===== src/rtl/v_rams_rd_defs_pkg.sv =====
// Shared defaults and state encoding for the 64x16 distributed-RAM stream reader.
package v_rams_rd_defs;

  localparam int RD_AW = 6;
  localparam int RD_DW = 16;

  typedef enum logic [1:0] {
    ST_IDLE  = 2'd0,
    ST_READ  = 2'd1,
    ST_DRAIN = 2'd2
  } rd_state_e;

endpackage


===== src/rtl/v_rams_rd_outreg.sv =====
// Output register stage of the stream reader: loads a word on capture and
// holds it while the sink stalls.
module v_rams_rd_outreg
  import v_rams_rd_defs::*;
#(
  parameter int DW = RD_DW
) (
  input  logic          clk,
  input  logic          rst,
  input  logic          cap_i,
  input  logic          clr_i,
  input  logic [DW-1:0] data_i,
  input  logic          last_i,
  output logic          valid_o,
  output logic [DW-1:0] data_o,
  output logic          last_o
);

  logic          valid_q, valid_d;
  logic [DW-1:0] data_q, data_d;
  logic          last_q, last_d;

  // A capture always wins over a clear: it replaces the accepted word in the same edge.
  always_comb begin
    valid_d = valid_q;
    data_d  = data_q;
    last_d  = last_q;
    if (cap_i) begin
      valid_d = 1'b1;
      data_d  = data_i;
      last_d  = last_i;
    end else if (clr_i) begin
      valid_d = 1'b0;
    end
  end

  always_ff @(posedge clk or posedge rst) begin
    if (rst) begin
      valid_q <= 1'b0;
      data_q  <= '0;
      last_q  <= 1'b0;
    end else begin
      valid_q <= valid_d;
      data_q  <= data_d;
      last_q  <= last_d;
    end
  end

  assign valid_o = valid_q;
  assign data_o  = data_q;
  assign last_o  = last_q;

endmodule


===== src/rtl/v_rams_stream_reader.sv =====
// Walks len consecutive RAM addresses from base (mod 2^AW) through the async
// read port and streams the words out on a valid/ready interface.
module v_rams_stream_reader
  import v_rams_rd_defs::*;
#(
  parameter int AW = RD_AW,
  parameter int DW = RD_DW
) (
  input  logic          clk,
  input  logic          rst,
  input  logic          start,
  input  logic [AW-1:0] base,
  input  logic [AW:0]   len,
  output logic          busy,
  output logic [AW-1:0] rd_addr,
  input  logic [DW-1:0] rd_data,
  output logic          out_valid,
  output logic [DW-1:0] out_data,
  output logic          out_last,
  input  logic          out_ready,
  output logic          done
);

  rd_state_e     state_q, state_d;
  logic [AW-1:0] ptr_q, ptr_d;
  logic [AW:0]   rem_q, rem_d;
  logic          done_q, done_d;

  logic          cap;
  logic          clr;
  logic          last_word;
  logic          handshake;

  assign handshake = out_valid & out_ready;
  assign last_word = (rem_q == (AW+1)'(1));

  // rem is one bit wider than ptr so that a full-depth block can be counted.
  always_comb begin
    state_d = state_q;
    ptr_d   = ptr_q;
    rem_d   = rem_q;
    done_d  = 1'b0;
    cap     = 1'b0;
    clr     = 1'b0;
    unique case (state_q)
      ST_IDLE: begin
        if (start) begin
          if (len != '0) begin
            state_d = ST_READ;
            ptr_d   = base;
            rem_d   = len;
          end else begin
            done_d = 1'b1;
          end
        end
      end
      ST_READ: begin
        cap = ~out_valid | out_ready;
        if (cap) begin
          ptr_d = ptr_q + AW'(1);
          rem_d = rem_q - (AW+1)'(1);
          if (last_word) begin
            state_d = ST_DRAIN;
          end
        end else if (handshake) begin
          clr = 1'b1;
        end
      end
      ST_DRAIN: begin
        if (handshake) begin
          clr     = 1'b1;
          state_d = ST_IDLE;
          done_d  = 1'b1;
        end
      end
      default: begin
        state_d = ST_IDLE;
      end
    endcase
  end

  always_ff @(posedge clk or posedge rst) begin
    if (rst) begin
      state_q <= ST_IDLE;
      ptr_q   <= '0;
      rem_q   <= '0;
      done_q  <= 1'b0;
    end else begin
      state_q <= state_d;
      ptr_q   <= ptr_d;
      rem_q   <= rem_d;
      done_q  <= done_d;
    end
  end

  v_rams_rd_outreg #(
    .DW(DW)
  ) u_outreg (
    .clk    (clk),
    .rst    (rst),
    .cap_i  (cap),
    .clr_i  (clr),
    .data_i (rd_data),
    .last_i (last_word),
    .valid_o(out_valid),
    .data_o (out_data),
    .last_o (out_last)
  );

  assign busy    = (state_q != ST_IDLE);
  assign rd_addr = ptr_q;
  assign done    = done_q;

endmodule

===== config.mk =====
export PLATFORM = sky130hd
export DESIGN_NAME = v_rams_stream_reader
export DESIGN_NICKNAME = d
export VERILOG_FILES = /design/src/rtl/v_rams_rd_defs_pkg.sv /design/src/rtl/v_rams_rd_outreg.sv /design/src/rtl/v_rams_stream_reader.sv
export SDC_FILE = /design/constraint.sdc
export NUM_CORES = 1
export LEC_CHECK = 0
export CAP_MARGIN = 20
export CORE_MARGIN = 2
export CORE_UTILIZATION = 45
export DETAILED_ROUTE_END_ITERATION = 8
export MAX_ROUTING_LAYER = met4
export PLACE_DENSITY = 0.87
export REMOVE_ABC_BUFFERS = 1
export SLEW_MARGIN = 10
export SYNTH_ARGS = -nofsm -noshare
export SYNTH_HDL_FRONTEND = slang
export SYNTH_SLANG_ARGS = --single-unit
export TNS_END_PERCENT = 20

===== constraint.sdc =====
create_clock -name clk -period 4.2 [get_ports clk]
set_input_delay 0.84 -clock clk [delete_from_list [all_inputs] [get_ports clk]]
set_output_delay 0.84 -clock clk [all_outputs]
set_load 0.05 [all_outputs]

==> qor.yml <==
sta:
  max_freq_mhz: 363
  post-route-min-period_ps: 2760
  setup_viol: 0
  final.setup.tns_ps: 0
  timing.final.crit_share_pct: 65.7
  rsz0062_at_grt: "no"
  maxSlewHeadroom_pct: 40.6
  final-max-slew-violation-count: 0
  hold_violations: 0
  finalClockSkew_ps: 6.21
  worstMarginPinSlew_ps: 891
clock_network:
  cts_max_level: 2
  cts_root_buf: "clkbuf_8"
  cts_resized: 0
  clock_sinks: 34
  cts_buffer_depth: 2
  cts_tree: "yes"
  ctsHoldBuffers: 0
  cts_made_buffers: 5
  insertion_delay_ps: 300
  path_clk_slew_ps: 70
  cts_setup_buffers: 0
critical_path:
  slowest_delay_ps: 820
  worstPathCellList: "inv_1, ha_1, inv_1, clkdlybuf4s50_1"
  crit_type: "flip-flop to output pin"
  crit_top_cell: "inv_1"
  cp_slowest_cell: "clkdlybuf4s50_1"
  crit_arrival_ps: 1920
  crit_family: "buffers and inverters"
  worstSetupEndpointType: "output pin"
  rrSetupSlack_ps: 1870
  path_max_fanout: 4
  cp_num_buf_inv: 3
  crit_path_start_kind: "flip-flop"
  cp.required_ps: 3360
detailed_routing:
  drt_iter0_drc: 94
  wl_per_cell_um: 15.9
  first_pass_iters: 4
  detail_route.vias_per_cell: 5.66
  vias: 1603
  wirelength_um: 4510
  drc: 0
  drtAntennaViolNets: 0
yosys:
  ys_seq_area_share_pct: 46.0
  synthDistinctLibCells: 45
  syn_area_per_cell_sq_um: 10.8
  synth.area.top_cells: "dfrtp_1 (46%), mux2_2 (9.7%), ha_1 (4.1%), nand3_1 (3.5%), a21oi_1 (3.2%)"
  async_reset_ff_share_pct: 100
  ys_ff_latch: 34
  synth_area_sq_um: 1850
  synth.largest_area_cell: "dfrtp_1"
  synth_cells: 172
  ys_warn_count: 0
  ys.flop_type: "dfrtp_1"
  synth_edf_count: 0
  synth_most_common_cell: "dfrtp_1"
  synth_top_area_share_pct: 46.0
  synth_commonest_cells: "dfrtp_1 (34), mux2_2 (16), nand3_1 (13), a21oi_1 (12), o21ai_0 (11)"
floorplan:
  die_h_um: 68.1
  num_rows: 23
  dieWidth_um: 68.1
  die_area_sq_um: 4640
  initial_core_util_pct: 46.6
  core_sq_um: 3970
  pin_count: 59
power:
  vdd_drop_max_v: 0.000413
  power_density_nw_per_um2: 868
  fin_total_pwr_w: 0.00220
  p_leak_nw: 1.05
final_layout:
  area_delta_synth_final_pct: 37.1
  n_fill_cell: 328
  fin_nets: 271
  antenna_cells: 0
  multi_input_area_sq_um: 888
  regArea_sq_um: 851
  layout-drive-gt1-share_pct: 15.5
run:
  maxCapViolCount: 0
status:
  run_status: "completed"
place:
  portBuffers: 58
  gp_congestion: 0.782
  hpwl_um: 3160
grt:
  antenna_found_initial: 0
  grtUsageTotal_pct: 21.4
  grt_pass1_wl_um: 7160
  grt_remaining_overflow: 0
  grt_start_max_net_pins: 35
  grt_pass1_vias: 1547
hold_path:
  hold_class: "flip-flop to flip-flop"
-- final timing paths --
| kind | from | end | cells past startpoint |
|---|---|---|---|
| max | state_q[0] | busy | 4 |
| min | u_outreg.data_o[14] | u_outreg.data_o[14] | 1 |
| max reg2reg | state_q[1] | rem_q[2] | 7 |
| min reg2reg | u_outreg.data_o[14] | u_outreg.data_o[14] | 1 |
| max in group asynchronous | rst | rem_q[5] | 3 |
| min in group asynchronous | rst | rd_addr[2] | 3 |
-- where the power goes --
part | total [W] | internal, W | switching, W
clock network | 0.000301 | 0.000178 | 0.000124
registers | 0.000599 | 0.000480 | 0.000119
logic | 0.00130 | 0.000480 | 0.000822
total | 0.00220 | 0.00114 | 0.00106
-- kinds of logic after synthesis --
kind of cell | Yosys count | synth area share, %
mux | 18 | 10.8
buf+inv | 16 | 6.02
fa+ha+maj | 6 | 4.06
flops | 34 | 46.0
simple gates | 50 | 16.0
compound gates | 48 | 17.1
-- routing by layer --
layer / global-route usage, % / vias to the layer above / part of all wire, % / wire (um)
met5: - / - / 0 / 0
li1: - / 759 / - / -
met1: 25.3 / 770 / 42 / 1890
met3: 4.77 / 10 / 6.2 / 280
met4: 9.25 / 0 / 2.2 / 100
met2: 35.1 / 64 / 50 / 2240
-- layout by cell type (no fill, tap or decap), types with 2 or more instances in the layout --
| cell | count |
|---|---|
| a41oi_1 | 2 |
| buf_4 | 2 |
| o21ai_1 | 2 |
| clkdlybuf4s50_1 | 58 |
| o21ai_0 | 11 |
| inv_1 | 9 |
| o22ai_1 | 2 |
| nand4_1 | 2 |
| mux2_2 | 16 |
| nor3_1 | 2 |
| a31oi_1 | 6 |
| nand3_1 | 13 |
| a211oi_1 | 2 |
| clkbuf_8 | 5 |
| a21oi_1 | 12 |
| nor2_1 | 7 |
| ha_1 | 6 |
| dfrtp_1 | 34 |
| nand2_1 | 10 |
| mux2i_1 | 2 |
| clkbuf_1 | 2 |
| and3_1 | 4 |
-- per-stage QoR --
| step | instances | utilization [%] | setup WS (ps) | cell area (sq um) | hold slack (ps) |
|---|---|---|---|---|---|
| CTS | 283 | 63.9 | 1440 | 2540 | 509 |
| finish | 283 | 63.9 | 1440 | 2540 | 507 |
| global route | 283 | 63.9 | 1360 | 2540 | 526 |
| floorplan | 165 | - | 2000 | 1770 | 520 |
| global placement | 275 | 61.2 | 1630 | 2430 | 469 |
| detailed placement | 275 | 61.2 | 1560 | 2430 | 492 |
-- registers in the layout, indices dropped and copies added, names as in the netlist --
name and flops:
done 1, state_q 2, rd_addr 6, u_outreg.data_o 16, rem_q 7, u_outreg.valid_o 1, u_outreg.last_o 1
-- area by class of cell --
| class | instances | share of cell area [%] |
|---|---|---|
| well taps | 50 | 2.47 |
| inverters | 9 | 1.33 |
| repair buffers | 60 | 23.5 |
| clock inverters | 1 | 1.18 |
| flip-flops and latches | 34 | 33.5 |
| clock buffers | 7 | 3.01 |
| multi-input cells | 122 | 35.0 |
(Power assumes the default switching activity.)
